--- config.mk ---
export PLATFORM = sky130hd
export DESIGN_NAME = division_fixed_param
export DESIGN_NICKNAME = d
export VERILOG_FILES = /design/src/rtl/division_fixed_param.sv
export SDC_FILE = /design/constraint.sdc
export NUM_CORES = 1
export LEC_CHECK = 0
export ABC_CLOCK_PERIOD_IN_PS = 6600
export CAP_MARGIN = 20
export CORE_MARGIN = 2
export CORE_UTILIZATION = 35
export CTS_BUF_LIST = sky130_fd_sc_hd__clkbuf_16
export DETAILED_ROUTE_END_ITERATION = 6
export HOLD_SLACK_MARGIN = 0.08
export PLACE_DENSITY = 0.5
export SKIP_CTS_REPAIR_TIMING = 1
export SYNTH_ARGS = -nofsm -noshare
export SYNTH_HDL_FRONTEND = slang
export SYNTH_SLANG_ARGS = --single-unit
--- constraint.sdc ---
create_clock -name clk -period 6.6 [get_ports clk]
set_input_delay 1.32 -clock clk [delete_from_list [all_inputs] [get_ports clk]]
set_output_delay 1.32 -clock clk [all_outputs]
set_load 0.1 [all_outputs]
--- src/rtl/division_fixed_param.sv ---
`default_nettype none
// +----------------------------------------------------------------------+
// | division_fixed_param: sequential scaled fixed-point divider (1b/clk) |
// | Rev 1.0                                                              |
// +----------------------------------------------------------------------+
module division_fixed_param #(
  parameter int N        = 16,
  parameter int S        = 3,
  parameter int OUT_FRAC = 3,
  parameter int ROUND    = 0
) (
  input  logic         clk,
  input  logic         reset,
  input  logic         start,
  input  logic [N-1:0] dividend,
  input  logic [N-1:0] divisor,
  output logic         busy,
  output logic         done,
  output logic [N-1:0] Q,
  output logic         overFlow,
  output logic         divideByZero
);

  localparam int M    = N - S;
  localparam int SMAX = (1 << S) - 1;
  localparam int W    = M + SMAX + OUT_FRAC;
  localparam int ITER = W + ROUND;
  localparam int D    = M + SMAX;
  localparam int RW   = D + 2;
  localparam int QW   = ITER + 1;
  localparam int CW   = $clog2(ITER + 1);

  typedef enum logic [1:0] {
    S_IDLE   = 2'd0,
    S_DIVIDE = 2'd1,
    S_FIX    = 2'd2,
    S_DONE   = 2'd3
  } state_t;

  state_t          r_state;
  logic [RW-1:0]   r_rem;
  logic [ITER-1:0] r_q;
  logic [D-1:0]    r_d;
  logic [CW-1:0]   r_cnt;
  logic            r_sa;
  logic            r_sb;
  logic            r_az;

  logic [S-1:0]    w_fa, w_fb, w_sha, w_shb;
  logic [M-1:0]    w_ma, w_mb, w_amag, w_bmag;
  logic [ITER-1:0] w_a_al;
  logic [D-1:0]    w_b_al;

  assign w_fa   = dividend[N-1:M];
  assign w_fb   = divisor[N-1:M];
  assign w_ma   = dividend[M-1:0];
  assign w_mb   = divisor[M-1:0];
  // Magnitudes stay unsigned M bits so that |-2^(M-1)| is exact.
  assign w_amag = w_ma[M-1] ? (~w_ma + M'(1)) : w_ma;
  assign w_bmag = w_mb[M-1] ? (~w_mb + M'(1)) : w_mb;
  assign w_sha  = (w_fb > w_fa) ? (w_fb - w_fa) : '0;
  assign w_shb  = (w_fa > w_fb) ? (w_fa - w_fb) : '0;
  assign w_a_al = (ITER'(w_amag) << w_sha) << (OUT_FRAC + ROUND);
  assign w_b_al = D'(w_bmag) << w_shb;

  logic [RW-1:0] w_dext, w_rs, w_rn;

  assign w_dext = RW'(r_d);
  assign w_rs   = {r_rem[RW-2:0], r_q[ITER-1]};
  assign w_rn   = r_rem[RW-1] ? (w_rs + w_dext) : (w_rs - w_dext);

  logic [QW-1:0] w_qraw, w_qmag, w_lim_neg, w_lim_pos;
  logic          w_neg, w_ovf;
  logic [M-1:0]  w_qm, w_sat, w_mant, w_dz_mant;

  assign w_qraw = QW'(r_q);

  generate
    if (ROUND != 0) begin : g_round
      assign w_qmag = (w_qraw >> 1) + QW'(r_q[0]);
    end else begin : g_trunc
      assign w_qmag = w_qraw;
    end
  endgenerate

  assign w_lim_neg = QW'(1) << (M - 1);
  assign w_lim_pos = w_lim_neg - QW'(1);
  assign w_neg     = (r_sa ^ r_sb) && (w_qmag != '0);
  assign w_ovf     = w_neg ? (w_qmag > w_lim_neg) : (w_qmag > w_lim_pos);
  assign w_qm      = w_qmag[M-1:0];
  assign w_sat     = w_neg ? {1'b1, {(M-1){1'b0}}} : {1'b0, {(M-1){1'b1}}};
  assign w_mant    = w_ovf ? w_sat : (w_neg ? (~w_qm + M'(1)) : w_qm);
  assign w_dz_mant = r_az ? '0 :
                     (r_sa ? {1'b1, {(M-1){1'b0}}} : {1'b0, {(M-1){1'b1}}});

  always_ff @(posedge clk) begin
    if (reset) begin
      r_state      <= S_IDLE;
      busy         <= 1'b0;
      done         <= 1'b0;
      Q            <= '0;
      overFlow     <= 1'b0;
      divideByZero <= 1'b0;
      r_rem        <= '0;
      r_q          <= '0;
      r_d          <= '0;
      r_cnt        <= '0;
      r_sa         <= 1'b0;
      r_sb         <= 1'b0;
      r_az         <= 1'b0;
    end else begin
      done <= 1'b0;
      case (r_state)
        S_IDLE: begin
          if (start) begin
            r_sa         <= w_ma[M-1];
            r_sb         <= w_mb[M-1];
            r_az         <= (w_ma == '0);
            r_q          <= w_a_al;
            r_d          <= w_b_al;
            r_rem        <= '0;
            r_cnt        <= CW'(ITER);
            overFlow     <= 1'b0;
            divideByZero <= (w_mb == '0);
            busy         <= 1'b1;
            r_state      <= (w_mb == '0) ? S_FIX : S_DIVIDE;
          end
        end
        S_DIVIDE: begin
          // Quotient bit is 1 whenever the updated remainder is non-negative.
          r_rem <= w_rn;
          r_q   <= {r_q[ITER-2:0], ~w_rn[RW-1]};
          r_cnt <= r_cnt - CW'(1);
          if (r_cnt == CW'(1)) begin
            r_state <= S_FIX;
          end
        end
        S_FIX: begin
          if (divideByZero) begin
            Q <= {S'(OUT_FRAC), w_dz_mant};
          end else begin
            Q        <= {S'(OUT_FRAC), w_mant};
            overFlow <= w_ovf;
          end
          done    <= 1'b1;
          busy    <= 1'b0;
          r_state <= S_DONE;
        end
        S_DONE: begin
          r_state <= S_IDLE;
        end
        default: begin
          r_state <= S_IDLE;
        end
      endcase
    end
  end

endmodule
`default_nettype wire

==> results of run 1 <==
==> path summary, 6_finish.rpt <==
| kind | end | cells past startpoint | start |
|---|---|---|---|
| max | r_d[8]$_SDFFE_PP0P_ | 9 | dividend[14] |
| min | r_rem[19]$_SDFFE_PP0P_ | 2 | r_rem[19]$_SDFFE_PP0P_ |
| max reg2reg | r_q[0]$_SDFFE_PP0P_ | 15 | r_d[8]$_SDFFE_PP0P_ |
| min reg2reg | r_rem[19]$_SDFFE_PP0P_ | 2 | r_rem[19]$_SDFFE_PP0P_ |
==> cells in the final DEF, fill, tap and decap left out, types with 9 or more instances in the layout <==
master / synthesis / routed
nor2_1: 132 / 132
dfxtp_1: 93 / 93
nand2_1: 81 / 81
a21oi_1: 60 / 60
clkdlybuf4s50_1: 0 / 52
nor3_1: 48 / 48
o21ai_0: 47 / 47
ha_1: 39 / 39
inv_1: 38 / 38
xor2_1: 35 / 35
nand3_1: 34 / 34
xnor2_1: 26 / 26
nand2b_1: 22 / 22
mux2i_1: 21 / 21
a211oi_1: 17 / 16
a31oi_1: 12 / 12
mux2_2: 12 / 12
a22oi_1: 12 / 12
nand3b_1: 11 / 11
buf_4: 3 / 10
o31ai_1: 9 / 9
clkbuf_16: 0 / 9
==> per-layer routing <==
layer  GRT usage  vias to the layer above  wire length [µm]
met4      0.0495                        0               246
met1       0.296                     3198             11000
met3      0.0287                       17               881
met2       0.270                      146              8540
met5           0                        -                 0
li1            -                     3506                 -
==> worst max-delay path, stage by stage <==
cell             delay [ns]
clkdlybuf4s50_1        0.54
inv_1                  0.10
ha_1                   0.34
nor2b_1                0.27
o31a_1                 0.77
mux4_1                 0.64
o211ai_1               0.13
mux2i_1                0.15
a221o_1                0.36
==> cells by family after synthesis <==
family	after synthesis	share of synthesized area
mux	41	0.0722
other cells	1	0.000508
simple gates	380	0.244
compound gates	248	0.226
xor+xnor	61	0.0724
flops	93	0.252
buf+inv	95	0.0580
fa+ha+maj	42	0.0742
==> stage by stage <==
step / std cells / hold slack (ns) / instance area [µm²]
after global placement: 1241 / 0.454 / 8040
final: 1258 / 0.472 / 8370
after global routing: 1258 / 0.493 / 8370
after floorplan: 961 / 0.432 / 7380
after CTS: 1257 / 0.471 / 8360
after detailed placement: 1241 / 0.459 / 8040
==> where the power goes <==
| group | internal, mW | total [mW] | switching (mW) |
|---|---|---|---|
| Combinational | 0.890 | 2.38 | 1.49 |
| Sequential | 0.733 | 0.917 | 0.184 |
| Clock | 0.330 | 0.564 | 0.234 |
| Total | 1.95 | 3.86 | 1.91 |
==> cell type report <==
type / instances / area share
multi-input cells: 773 / 0.610
flip-flops and latches: 93 / 0.223
repair buffers: 63 / 0.0718
well taps: 275 / 0.0411
clock buffers: 9 / 0.0269
inverters: 38 / 0.0170
clock inverters: 7 / 0.0108
==> flip-flops by register name, indices dropped and copies added (netlist names), 2 cells and up <==
name and count:
r_q 23, r_rem 22, r_d 20, Q 14
r_cnt 5, r_state 2
==> flow_summary.toml, run 1 <==
[outcome]
status = "completed"

[clock_tree]
cts_buffers = 9
cts_tree = "built"
clk_pin_slew_worst_paths_ns = 0.07
cts_buffer_depth = 2
clock_sinks = 93
ctsHtreeMaxLevel = 3
clk_latency_ns = 0.35
clock_tree.root_cell = "clkbuf_16"

[floorplan]
initial_utilization = 0.353
num_io_pins = 55
die_w_um = 149
dieArea_um2 = 22300
core-area_um2 = 20900
fp.dieH_um = 149
fp-row-count = 53

[synth]
synth_top_cell_by_area = "dfxtp_1"
ys_dominant_reg_cell = "dfxtp_1"
async_reset_ff_frac = 0
ys_ff_latch = 93
synthTopCellsByCount = "nor2_1 (132), dfxtp_1 (93), nand2_1 (81)"
ys_warn_count = 0
synth_top_cell_area_share = 0.252
syn-num-nets = 1038
ys_types = 79
yosysMostFrequentCell = "nor2_1"
synth_area_um2 = 7380
synth.area.top_cells = "dfxtp_1 (25%), nor2_1 (6.7%), ha_1 (6.6%), xor2_1 (4.2%), nand2_1 (4.1%)"
seq_area_frac_synth = 0.252
avgSynthCellArea_um2 = 7.68
netlist_instances = 961
synth-edff-count = 0

[grt]
grt_pass1_wl_um = 33900
grt_pass1_vias = 6285
grt_overflow = 0
antenna_found_initial = 0
grt_max_degree = 42
grtUsageTotal = 0.190

[power_and_ir_drop]
power_density_nw_per_um2 = 461
leakage_nw = 3.21
total_power_mw = 3.86
ir_worst_vdd_v = 0.000280

[flow_run]
drv_cap = 0

[layout]
nFillCells = 2161
syn_to_final_growth_pct = 13.3
final_util = 0.401
register_area_um2 = 1860
drive_gt1_frac = 0.0631
diodes = 0
fin_nets = 1055
multi_input_area_um2 = 5100

[setup_path]
cp-end-kind = "register"
arrival_ns = 4.61
required_ns = 6.85
r2r_slack_ns = 2.71
worstSetupStartpointType = "input port"
crit_fanout = 23
path_class = "in2reg"

[sta]
setup_viol = 0
worst_slew_pin_slew_ns = 1.06
fin_ws_ns = 2.23
timing.fmax_mhz = 229
hold_violations = 0
fin_crit_sh = 0.662
rsz0062_at_grt = "no"
tns_ns = 0
clock_skew_ns = 0.00649
drv_slew = 0
slew_headroom = 0.290
layout_min_cycle_time_ns = 4.37

[route]
via_count = 6867
vias_per_cell = 5.46
drc = 0
final_antenna_net_count = 0
drt-pass1-iter-count = 5
drtIter0Drc = 401
wl_um = 20700
routedWlPerCell_um = 16.4

[placement]
hpwl_um = 15300
place_worst_setup_slack_ns = 1.83
portBuffers = 53
gp_congestion = 0.862

[hold_path]
hold_path_class = "reg2reg"
No activity file was read; power rests on OpenSTA's default activity.
==> inputs of run 2 (changes only) <==
--- a/config.mk
+++ b/config.mk
@@ -5,14 +5,14 @@
 export SDC_FILE = /design/constraint.sdc
 export NUM_CORES = 1
 export LEC_CHECK = 0
-export ABC_CLOCK_PERIOD_IN_PS = 6600
+export ABC_CLOCK_PERIOD_IN_PS = 3750
 export CAP_MARGIN = 20
 export CORE_MARGIN = 2
 export CORE_UTILIZATION = 35
 export CTS_BUF_LIST = sky130_fd_sc_hd__clkbuf_16
 export DETAILED_ROUTE_END_ITERATION = 6
 export HOLD_SLACK_MARGIN = 0.08
-export PLACE_DENSITY = 0.5
+export PLACE_DENSITY = 0.52
 export SKIP_CTS_REPAIR_TIMING = 1
 export SYNTH_ARGS = -nofsm -noshare
 export SYNTH_HDL_FRONTEND = slang
==> constraint.sdc (replaced) <==
create_clock -name clk -period 3.75 [get_ports clk]
set_input_delay 0.75 -clock clk [delete_from_list [all_inputs] [get_ports clk]]
set_output_delay 0.75 -clock clk [all_outputs]
set_load 0.1 [all_outputs]
==> run 2 against run 1 <==
Effect of this change: sequential share of layout area decreased by 0.88 points; register-to-register slack got worse by 2.5 ns; critical endpoint is now r_rem[21]$_SDFFE_PP0P_; highest routed layer unchanged; final cell count increased by 3.6%; clock skew increased by 0.00052 ns; hold slack got worse by 0.0029 ns; design area increased by 4.1%.
==> flow_summary.toml, run 2 (synthesis gave the netlist of run 1 again) <==
[outcome]
status = "completed"

[clock_tree]
cts_buffers = 9
clock_tree.root_cell = "clkbuf_16"
clock_sinks = 93
cts_buffer_depth = 2
cts_tree = "built"
clk_latency_ns = 0.35
clk_pin_slew_worst_paths_ns = 0.07
ctsHtreeMaxLevel = 3

[layout]
final_common_cell = "nor2_1"
multi_input_area_um2 = 5120
diodes = 0
register_area_um2 = 1860
syn_to_final_growth_pct = 18.0
layout_common_cells = "nor2_1 (132), dfxtp_1 (93), nand2_1 (81)"
nFillCells = 2159
reg_top3 = "r_q x23, r_rem x22, r_d x20"
fin_cells = 1303
top_register = "r_q"
fin_nets = 1100
drive_gt1_frac = 0.106
largest_reg_flops = 23

[floorplan]
dieArea_um2 = 22300
die_w_um = 149
fp.dieH_um = 149
num_io_pins = 55
fp-row-count = 53
core-area_um2 = 20900
initial_utilization = 0.353

[hold_path]
hold_path_class = "reg2reg"
hold_path_depth = 2

[setup_path]
rr_worst_depth = 16
crit_fanout = 4
path_class = "reg2reg"
arrival_ns = 3.71
required_ns = 3.97
cp-end-kind = "register"
worstSetupStartpointType = "register"

[power_and_ir_drop]
ir_worst_vdd_v = 0.000492
leakage_nw = 3.43
total_power_mw = 6.95
power_density_nw_per_um2 = 797

[sta]
fin_crit_sh = 0.933
drv_slew = 0
layout_min_cycle_time_ns = 3.50
hold_violations = 0
whs_ns = 0.469
clock_skew_ns = 0.00701
slew_headroom = 0.300
fin_ws_ns = 0.252
worst_slew_pin_slew_ns = 1.05
setup_viol = 0
tns_ns = 0
timing.fmax_mhz = 286

[route]
drtIter0Drc = 457
vias_per_cell = 5.36
wl_um = 20400
drt-pass1-iter-count = 5
via_count = 6983
drc = 0
final_antenna_net_count = 0
routedWlPerCell_um = 15.7

[flow_run]
drv_cap = 0

[grt]
grt_pass1_vias = 6346
antenna_found_initial = 0
grtUsageTotal = 0.186
grt_max_degree = 42
grt_overflow = 0
grt_pass1_wl_um = 33400

[placement]
gp_congestion = 0.821
portBuffers = 53
hpwl_um = 15300
place_inst = 1286
place_worst_setup_slack_ns = 0.00437
==> run 2: layout make-up <==
type	instances	area share
multi-input combinational	773	0.588
sequential	93	0.214
timing repair buffer	108	0.108
tap	275	0.0395
clock buffer	9	0.0259
inverter	38	0.0164
clock inverter	7	0.00833
==> run 2: metal layers <==
metal / track usage / vias up / share of wire
met5: 0 / - / 0
met4: 0.0414 / 0 / 0.0097
met3: 0.0294 / 16 / 0.037
met2: 0.276 / 120 / 0.43
met1: 0.281 / 3222 / 0.53
li1: - / 3625 / -
==> run 2: worst max-delay path, stage by stage, from the launching register on <==
cell and delay (ns):
dfxtp_1 0.34, nor4_4 0.32, nand2_1 0.10, or3_1 0.33, nor3_1 0.15, buf_4 0.16
nor2_1 0.05, xnor2_1 0.27, ha_1 0.31, a21oi_2 0.17, nor2_1 0.08, or2_2 0.29
a211oi_1 0.26, o31ai_1 0.09, a21oi_1 0.16, xnor2_1 0.17, o21ai_0 0.11
==> run 2: final timing paths <==
check / start / end / slack [ns]
worst max register to register: r_d[9]$_SDFFE_PP0P_ / r_rem[21]$_SDFFE_PP0P_ / 0.25
worst min register to register: r_rem[11]$_SDFFE_PP0P_ / r_rem[11]$_SDFFE_PP0P_ / 0.47
worst min-delay path: r_rem[11]$_SDFFE_PP0P_ / r_rem[11]$_SDFFE_PP0P_ / 0.47
worst max-delay path: r_d[9]$_SDFFE_PP0P_ / r_rem[21]$_SDFFE_PP0P_ / 0.25
==> run 2: metrics by stage <==
step | util | area [µm²]
detailed placement | 0.401 | 8380
CTS | 0.416 | 8680
global placement | 0.401 | 8380
finish | 0.417 | 8710
global route | 0.417 | 8710
floorplan | - | 7380
==> run 2: power by group <==
part	leakage [nW]	total, mW	switching, mW	internal (mW)
Combinational	2.52	4.39	2.67	1.72
Clock	0.150	0.956	0.434	0.523
Sequential	0.761	1.60	0.312	1.29
Total	3.43	6.95	3.41	3.53
